$ cat config.mk
export PLATFORM = sky130hd
export DESIGN_NAME = cordic_req_seq
export DESIGN_NICKNAME = d
export VERILOG_FILES = /design/src/rtl/cordic_req_seq.sv
export SDC_FILE = /design/constraint.sdc
export NUM_CORES = 1
export LEC_CHECK = 0
export CORE_ASPECT_RATIO = 0.5
export CORE_MARGIN = 4
export CORE_UTILIZATION = 35
export CTS_BUF_LIST = sky130_fd_sc_hd__clkbuf_4 sky130_fd_sc_hd__clkbuf_8
export DETAILED_ROUTE_END_ITERATION = 8
export GPL_TIMING_DRIVEN = 0
export PLACE_DENSITY = 0.67
export SLEW_MARGIN = 20
export SYNTH_ARGS = -nofsm -noshare
export SYNTH_HDL_FRONTEND = slang
export SYNTH_SLANG_ARGS = --single-unit
export TNS_END_PERCENT = 30
$ cat constraint.sdc
create_clock -name clk -period 3.55 [get_ports clk]
set_input_delay 0.355 -clock clk [delete_from_list [all_inputs] [get_ports clk]]
set_output_delay 0.355 -clock clk [all_outputs]
set_load 0.03 [all_outputs]
$ cat src/rtl/cordic_req_seq.sv
// Request/response sequencer in front of a multi-function CORDIC core.
// Range-reduces and presets operands, launches the core, waits with timeout, and returns one result.
//
// state  | meaning
// IDLE   | req_ready high, waiting for a request
// PREP   | operand presets, range reduction and error screening
// LAUNCH | cordic_enable high for this single cycle
// WAIT   | operands held, waiting for cordic_done or timeout
// POST   | apply result sign correction
// RESP   | rsp_valid held until rsp_ready
module cordic_req_seq #(
    parameter int WIDTH   = 32,
    parameter int TIMEOUT = 64
) (
    input  logic             clk,
    input  logic             rst,
    input  logic             req_valid,
    output logic             req_ready,
    input  logic [2:0]       req_op,
    input  logic [WIDTH-1:0] req_a,
    input  logic [WIDTH-1:0] req_b,
    output logic             cordic_enable,
    output logic [2:0]       cordic_operation,
    output logic [WIDTH-1:0] cordic_x,
    output logic [WIDTH-1:0] cordic_y,
    output logic [WIDTH-1:0] cordic_z,
    input  logic [WIDTH-1:0] cordic_result,
    input  logic             cordic_done,
    output logic             rsp_valid,
    input  logic             rsp_ready,
    output logic [WIDTH-1:0] rsp_data,
    output logic             rsp_err
);

    localparam int CW = (TIMEOUT > 1) ? $clog2(TIMEOUT) : 1;
    localparam logic [CW-1:0] LP_CNT_LAST = CW'(TIMEOUT - 1);

    localparam logic [2:0] OP_SIN  = 3'd0;
    localparam logic [2:0] OP_COS  = 3'd1;
    localparam logic [2:0] OP_MULT = 3'd2;
    localparam logic [2:0] OP_DIV  = 3'd3;
    localparam logic [2:0] OP_SINH = 3'd4;
    localparam logic [2:0] OP_COSH = 3'd5;

    // Q16.16 constants: pi, pi/2, 1/K, 1/Kh and the hyperbolic convergence limit
    localparam logic signed [WIDTH-1:0] LP_PI     = WIDTH'(205887);
    localparam logic signed [WIDTH-1:0] LP_NPI    = WIDTH'(-205887);
    localparam logic signed [WIDTH-1:0] LP_HPI    = WIDTH'(102944);
    localparam logic signed [WIDTH-1:0] LP_NHPI   = WIDTH'(-102944);
    localparam logic signed [WIDTH-1:0] LP_INV_K  = WIDTH'(39797);
    localparam logic signed [WIDTH-1:0] LP_INV_KH = WIDTH'(79134);
    localparam logic signed [WIDTH-1:0] LP_HMAX   = WIDTH'(73282);
    localparam logic signed [WIDTH-1:0] LP_NHMAX  = WIDTH'(-73282);

    typedef enum logic [2:0] {
        S_IDLE,
        S_PREP,
        S_LAUNCH,
        S_WAIT,
        S_POST,
        S_RESP
    } state_t;

    state_t                   r_state;
    logic [2:0]               r_op;
    logic signed [WIDTH-1:0]  r_a;
    logic signed [WIDTH-1:0]  r_b;
    logic                     r_neg;
    logic [CW-1:0]            r_cnt;
    logic [WIDTH-1:0]         r_result;

    logic                     w_err;
    logic                     w_neg;
    logic signed [WIDTH-1:0]  w_x;
    logic signed [WIDTH-1:0]  w_y;
    logic signed [WIDTH-1:0]  w_z;

    assign req_ready = (r_state == S_IDLE) && !rst;

    always_comb begin
        w_err = 1'b0;
        w_neg = 1'b0;
        w_x   = '0;
        w_y   = '0;
        w_z   = '0;
        case (r_op)
            OP_SIN, OP_COS: begin
                w_err = (r_a > LP_PI) || (r_a < LP_NPI);
                w_x   = LP_INV_K;
                // Fold into [-pi/2, pi/2]; only cosine changes sign under the fold
                if (r_a > LP_HPI) begin
                    w_z   = LP_PI - r_a;
                    w_neg = (r_op == OP_COS);
                end else if (r_a < LP_NHPI) begin
                    w_z   = LP_NPI - r_a;
                    w_neg = (r_op == OP_COS);
                end else begin
                    w_z   = r_a;
                end
            end
            OP_MULT: begin
                w_x = r_a;
                w_z = r_b;
            end
            OP_DIV: begin
                w_err = (r_a == '0);
                w_x   = r_a;
                w_y   = r_b;
            end
            OP_SINH, OP_COSH: begin
                w_err = (r_a > LP_HMAX) || (r_a < LP_NHMAX);
                w_x   = LP_INV_KH;
                w_z   = r_a;
            end
            default: begin
                w_err = 1'b1;
            end
        endcase
    end

    always_ff @(posedge clk) begin
        if (rst) begin
            r_state          <= S_IDLE;
            r_op             <= '0;
            r_a              <= '0;
            r_b              <= '0;
            r_neg            <= 1'b0;
            r_cnt            <= '0;
            r_result         <= '0;
            cordic_enable    <= 1'b0;
            cordic_operation <= '0;
            cordic_x         <= '0;
            cordic_y         <= '0;
            cordic_z         <= '0;
            rsp_valid        <= 1'b0;
            rsp_data         <= '0;
            rsp_err          <= 1'b0;
        end else begin
            case (r_state)
                S_IDLE: begin
                    if (req_valid) begin
                        r_op    <= req_op;
                        r_a     <= req_a;
                        r_b     <= req_b;
                        r_state <= S_PREP;
                    end
                end
                S_PREP: begin
                    if (w_err) begin
                        rsp_valid <= 1'b1;
                        rsp_err   <= 1'b1;
                        rsp_data  <= '0;
                        r_state   <= S_RESP;
                    end else begin
                        cordic_operation <= r_op;
                        cordic_x         <= w_x;
                        cordic_y         <= w_y;
                        cordic_z         <= w_z;
                        r_neg            <= w_neg;
                        cordic_enable    <= 1'b1;
                        r_state          <= S_LAUNCH;
                    end
                end
                S_LAUNCH: begin
                    cordic_enable <= 1'b0;
                    r_cnt         <= '0;
                    r_state       <= S_WAIT;
                end
                S_WAIT: begin
                    if (cordic_done) begin
                        r_result <= cordic_result;
                        r_state  <= S_POST;
                    end else if (r_cnt == LP_CNT_LAST) begin
                        rsp_valid <= 1'b1;
                        rsp_err   <= 1'b1;
                        rsp_data  <= '0;
                        r_state   <= S_RESP;
                    end else begin
                        r_cnt <= r_cnt + CW'(1);
                    end
                end
                S_POST: begin
                    rsp_data  <= r_neg ? (-r_result) : r_result;
                    rsp_err   <= 1'b0;
                    rsp_valid <= 1'b1;
                    r_state   <= S_RESP;
                end
                S_RESP: begin
                    if (rsp_ready) begin
                        rsp_valid <= 1'b0;
                        r_state   <= S_IDLE;
                    end
                end
                default: begin
                    r_state <= S_IDLE;
                end
            endcase
        end
    end

endmodule

# Word-level counts from Yosys, hierarchy flattened

Index checks and enable logic that the tools add are counted.

Memory bits (read-only): 0
Bits in latches: 0
Bits in writable memories: 0
Input bits: 104
Output and inout port bits: 135
Memories kept: 0
Bits in registers: 243

Div/mod/pow operators: 0
$mul: 0
Add/sub/neg operators: 4
Order comparisons: 6
Shifts and indexed selects: 0
Reductions and logical operators: 22
Muxes and demuxes: 31
Equal/unequal tests: 19
Bitwise logic cells: 1

Operator list:

| kind                                                                              | count |
|---|---|
| 32-bit case mux with 3 select lines                                               | 3 |
| 32-bit 2-to-1 mux                                                                 | 7 |
| 32-bit by 18-bit greater-than comparator with 1-bit output, second input constant | 2 |
| 32-bit by 18-bit < comparator with 1-bit output, second input constant            | 2 |
| 19-bit by 32-bit subtractor with 32-bit output, first input constant              | 2 |
| 32-bit by 19-bit greater-than comparator with 1-bit output, second input constant | 1 |
| 32-bit logical NOT                                                                | 1 |
| 32-bit by 19-bit < comparator with 1-bit output, second input constant            | 1 |
| 32-bit negator                                                                    | 1 |
| 3-bit case mux with 6 select lines                                                | 1 |
| 3-bit 2-to-1 mux                                                                  | 5 |
| 2-bit inequality test, second input constant                                      | 7 |
| 3-bit by 2-bit equality test with 1-bit output, second input constant             | 4 |
| 3-bit equality test, second input constant                                        | 4 |
| 6-bit 2-to-1 mux                                                                  | 2 |
| 6-bit case mux with 2 select lines                                                | 1 |
| 1-bit 2-to-1 mux                                                                  | 8 |
| 1-bit case mux with 4 select lines                                                | 2 |
| 2-bit AND reduction                                                               | 4 |
| 6-bit by 1-bit adder with 6-bit output, second input constant                     | 1 |
| 3-bit by 1-bit equality test with 1-bit output, second input constant             | 2 |
| 6-bit equality test, second input constant                                        | 1 |
| 3-bit logical NOT                                                                 | 2 |
| 3-bit AND reduction                                                               | 2 |
| 13 further kinds                                                                  | 17 |

# Longest topological paths before layout

Depth after elaboration: 5
Gate-level depth with buffers: 14
Depth with buffers taken out: 10

# Worst setup path after synthesis

No wires, ideal clock.

Path kind: reg-to-reg
Start point: register r_a[2]
End point: register cordic_x[30]
Setup time: 0.117 ns
Stages on the path, launching flop included: 14
Slack: 0.768 ns
Arrival: 2.665 ns
Path through: dfxtp_1 > clkbuf_1 > inv_1 > ha_1 > or4b_4 > o31ai_1 > o2111ai_1 > a32oi_2 > and2_1 > buf_4 > nor2_1 > buf_6 > buf_6 > a22o_1

Cells in the longest elaborated chain, start to end: 5
Elaborated cells on any way between the ends: 10
Those cells by class: order compare: 4; mux: 1; bitwise: 1; reduce/logical: 4

Ends and longest elaborated chain:

| what                                                                               | RTL line | source |
|---|---|---|
| from (decl)                                                                        | 66       | `logic signed [WIDTH-1:0] r_a;` |
| from (signal assigned)                                                             | 143      | `r_a <= req_a;` |
| 32-bit by 18-bit greater-than comparator with 1-bit output (tied with other cells) | 111      | `w_err = (r_a > LP_HMAX) \|\| (r_a < LP_NHMAX);` |
| 1-bit logical OR, on equally long branches                                         | 111, 88  |  |
| 1-bit case mux with 4 select lines (*)                                             | 86       | `case (r_op)` |
| 1-bit inverter (no line) (*)                                                       | -        |  |
| 2-bit AND reduction (no line) (*)                                                  | -        |  |
| to (signal assigned)                                                               | 156      | `cordic_x <= w_x;` |
| to (decl)                                                                          | 24       | `output logic [WIDTH-1:0] cordic_x,` |

Every way passes the cells marked *; elsewhere a longest branch is shown, timed or not.
A chain may end at the register's enable or synchronous reset.

# Worst setup path in the final report

Start point: register r_a[7]
End point: register rsp_err

Cells in the longest elaborated chain, start to end: 5
Elaborated cells on any way between the ends: 10
Those cells by class: order compare: 4; eq/ne: 1; mux: 1; reduce/logical: 4

Ends and longest elaborated chain:

| what                                                                               | RTL line | source |
|---|---|---|
| 32-bit by 18-bit greater-than comparator with 1-bit output (tied with other cells) | 111      |  |
| 1-bit logical OR, on equally long branches                                         | 111, 88  |  |
| 1-bit case mux with 4 select lines (*)                                             | 86       |  |
| 2-bit inequality test (no line) (*)                                                | -        |  |
| 4-bit AND reduction (no line) (*)                                                  | -        |  |
| to (signal assigned)                                                               | 137      | `rsp_err <= 1'b0;` |
| to (signal assigned)                                                               | 151      | `rsp_err <= 1'b1;` |
| to (signal assigned)                                                               | 175      | `rsp_err <= 1'b1;` |
| to (decl)                                                                          | 32       | `output logic rsp_err` |

Marks and branches as above.

==> metrics.yaml <==
place:
  hpwl_um: 32500
  gp_congestion: 0.986
  placed_cells: 2030
  place.port_buffers: 237
  dpl_worst_slack_ns: -0.569
pwr:
  switchingPower_mw: 4.69
  power_frac_seq_pct: 31.7
  pwr-share-clk_pct: 23.7
  p_comb_share_pct: 44.7
  peakVddDrop_v: 0.000275
  power_leakage_nw: 5.35
  powerDensity_nw_per_um2: 726
  intPower_mw: 6.26
  switching_share_pct: 42.8
global_routing:
  antenna_found_initial: 3
  grt.total_usage_pct: 23.2
  grt_pass1_wl_um: 63100
  grt_pass1_vias: 10700
  grt_max_degree: 12
  grt_overflow: 0
critical_path:
  endpoint_kind: "flip-flop"
  crit_chain: "clkbuf_2 -> inv_1 -> ha_1 -> nor3b_4 -> and4_1 -> nand4_1 -> o22ai_1 -> a32oi_2 -> buf_4 -> nand2_2 -> buf_6 -> clkbuf_1 -> a21oi_1 -> a211oi_1"
  crit_required_ns: 4.04
  cp-startpoint: "r_a[7]"
  rr_worst_depth: 14
  worstPathArrival_ns: 3.93
  r2r_setup_slack_ns: 0.11
  regToRegEndpoint: "rsp_err"
  worst_setup_path_start_kind: "flip-flop"
  slowest_delay_ns: 0.52
  r2r_start: "r_a[7]"
  cp_num_cells: 14
  path_buf_inv: 5
  cpMaxStageDelayCell: "clkbuf_1"
  critical_path_class: "flip-flop to flip-flop"
  cp_top_family: "buffers and inverters"
  crit_end: "rsp_err"
  crit_fanout: 10
clocking:
  root_buffer: "clkbuf_8"
  ctsLongestPathBuffers: 3
  cts_buffers: 38
  htreeDepth: 2
  clk_pin_slew_ns: 0.08
  numClockSinks: 243
  tritoncts: "built"
  clk_latency_ns: 0.58
  cts_hold_buf: 0
flow_run:
  cap_violations: 0
die:
  dieArea_um2: 35300
  start_util_pct: 35.5
  core_area_um2: 31700
  fp.dieH_um: 135
  num_io_pins: 239
  die_w_um: 262
  core.rowCount: 46
final_layout:
  insertedDiodeCount: 0
  layout.nets: 1757
  mostFrequentLayoutCells: "nand2_1 (280), dfxtp_1 (243), clkdlybuf4s50_1 (237), a21oi_1 (144), clkbuf_1 (82)"
  finish.utilization_pct: 47.6
  final_common_cell: "nand2_1"
  area_delta_synth_final_pct: 33.9
  drive_gt1_share_pct: 7.98
  fin_cells: 2099
drt:
  dr.pass1.iters: 5
  routed_wl_um: 42700
  drt-initial-drc-count: 1011
  wl_per_cell_um: 20.4
  viasPerCell: 5.46
  via_count: 11500
  drc: 0
  drtAntennaViolNets: 0
sta:
  final_max_slew_viol_count: 0
  final.setup_skew_ns: 0.0226
  min_period_ns: 3.44
  relSlewSlack_pct: 37.9
  final-setup-viol-count: 0
  rsz0062_at_grt: "yes"
  fmax_ghz: 0.291
  setup_ws_ns: 0.112
  worst_pin_slew_ns: 0.927
  hold_viol: 0
  tns_ns: 0
  post-route-period-util_pct: 96.8
synthesis:
  synth_fp_nets: 1474
  ys_seq_elements: 243
  yosys_warnings: 0
  syn_area_um2: 11300
  synth-async-reset-ratio_pct: 0
  synth_edf_count: 0
  netlist_instances: 1361
  synth-main-ff-cell: "dfxtp_1"
  syn_area_per_cell_um2: 8.28
  synth_cell_types: 83
  yosysSeqAreaShare_pct: 43.2
status:
  status: "finished clean"
hold_path:
  hold_path_class: "input pin to flip-flop"
-- cell families (layout without fill, tap and decap cells) --
family,after synthesis,count (layout),synth area share [%]
and+or+nand+nor,498,498,20.7
AOI/OAI and AO/OA,416,416,25.3
DFF,243,243,43.2
buffers and inverters,139,445,5.45
xor gates and xnor gates,49,49,3.81
adders and majority gates,9,9,0.999
muxes,7,7,0.633
-- stage by stage --
stage	power (mW)	area, um2	hold WS (ns)
floorplan	6.46	11300	0.444
global placement	8.21	14200	0.438
detailed placement	8.22	14200	0.442
CTS	10.9	15000	0.284
global route	11.5	15100	0.316
finish	11.0	15100	0.315
-- layout make-up --
cell class | instances | area (um2)
Buffer | 123 | 564
Fill cell | 3140 | 16600
Multi-Input combinational cell | 979 | 5840
Timing Repair Buffer | 243 | 2420
Sequential cell | 243 | 4860
Clock buffer | 51 | 646
Clock inverter | 12 | 156
Inverter | 16 | 60.1
Tap cell | 432 | 541
-- routing by layer --
layer	up-vias	global-route usage, %	wire length (um)	share of wire, %
met4	6	7.64	1340	3.1
met3	95	6.39	3480	8.1
met1	5445	30.2	18300	43
met2	446	37.5	19600	46
li1	5464	-	-	-
met5	-	0	44	0.10
-- Yosys cell counts, drive strengths merged, types with 3 or more instances --
library cell | n | share of area [%]
a2111oi | 3 | 0.23
a211oi | 17 | 1.1
a21oi | 145 | 6.5
a221o | 3 | 0.27
a221oi | 4 | 0.31
a22o | 66 | 5.1
a22oi | 9 | 0.60
a311oi | 5 | 0.39
a31oi | 7 | 0.39
a32o | 7 | 0.62
and2 | 9 | 0.50
and3 | 9 | 0.50
and4 | 3 | 0.23
buf | 33 | 1.9
clkbuf | 90 | 3.0
dfxtp | 243 | 43
ha | 9 | 1.0
inv | 15 | 0.50
mux2i | 6 | 0.53
nand2 | 282 | 9.4
nand2b | 5 | 0.28
nand3 | 17 | 0.75
nand3b | 3 | 0.20
nand4 | 11 | 0.61
nor2 | 74 | 2.5
nor2b | 7 | 0.39
nor3 | 31 | 1.7
nor4 | 15 | 1.2
nor4b | 3 | 0.23
o2111ai | 6 | 0.47
o211ai | 11 | 0.73
o21a | 3 | 0.20
o21ai | 45 | 2.0
o22ai | 8 | 0.44
o2bb2ai | 32 | 2.5
o311ai | 4 | 0.31
o31ai | 14 | 0.93
o41ai | 5 | 0.39
or2 | 5 | 0.28
or3 | 6 | 0.33
or4 | 9 | 0.70
xnor2 | 10 | 0.78
xor2 | 39 | 3.0
-- state kept, by name, summed over array words and instances, names as in the netlist, 6 cells and up --
| signal | flops |
|---|---|
| rsp_data | 32 |
| r_cnt | 6 |
| cordic_y | 32 |
| cordic_z | 32 |
| cordic_x | 32 |
| r_result | 32 |
| r_b | 32 |
| r_a | 32 |
-- repair_timing --
item,in CTS,in global routing
pin swaps,3,0
buffers inserted,5,1
setup endpoints to repair,135,114
hold endpoints to repair,0,0
gates resized for setup,6,15
-- worst min-delay path: cells and delay by family --
family | cells | cell delay (ns)
AO/OA/AOI/OAI | 1 | 0.06
buffers and inverters | 1 | 0.26
AND/OR/NAND/NOR | 1 | 0.17
-- power groups by stage --
stage	combinational (mW)	clock [mW]	sequential [mW]
4_1_cts	4.78	2.64	3.46
5_1_grt	5.26	2.76	3.51
6_report	4.90	2.59	3.47
2_1_floorplan	2.76	0	3.70
3_5_place_dp	4.70	0	3.52
3_3_place_gp	4.69	0	3.51
-- worst min-delay path by stage --
| stage | cells after the start | from | end | slack, ns |
|---|---|---|---|---|
| final | 3 | rst | cordic_z[29] | 0.32 |
| after global routing | 3 | cordic_result[10] | r_result[10] | 0.32 |
| after CTS | 3 | rst | cordic_z[29] | 0.28 |
| after detailed placement | 2 | cordic_enable | cordic_enable | 0.44 |
| after global placement | 2 | cordic_enable | cordic_enable | 0.44 |
| after floorplan | 2 | r_cnt[1] | r_cnt[1] | 0.44 |
No activity file was read; power rests on OpenSTA's default activity.
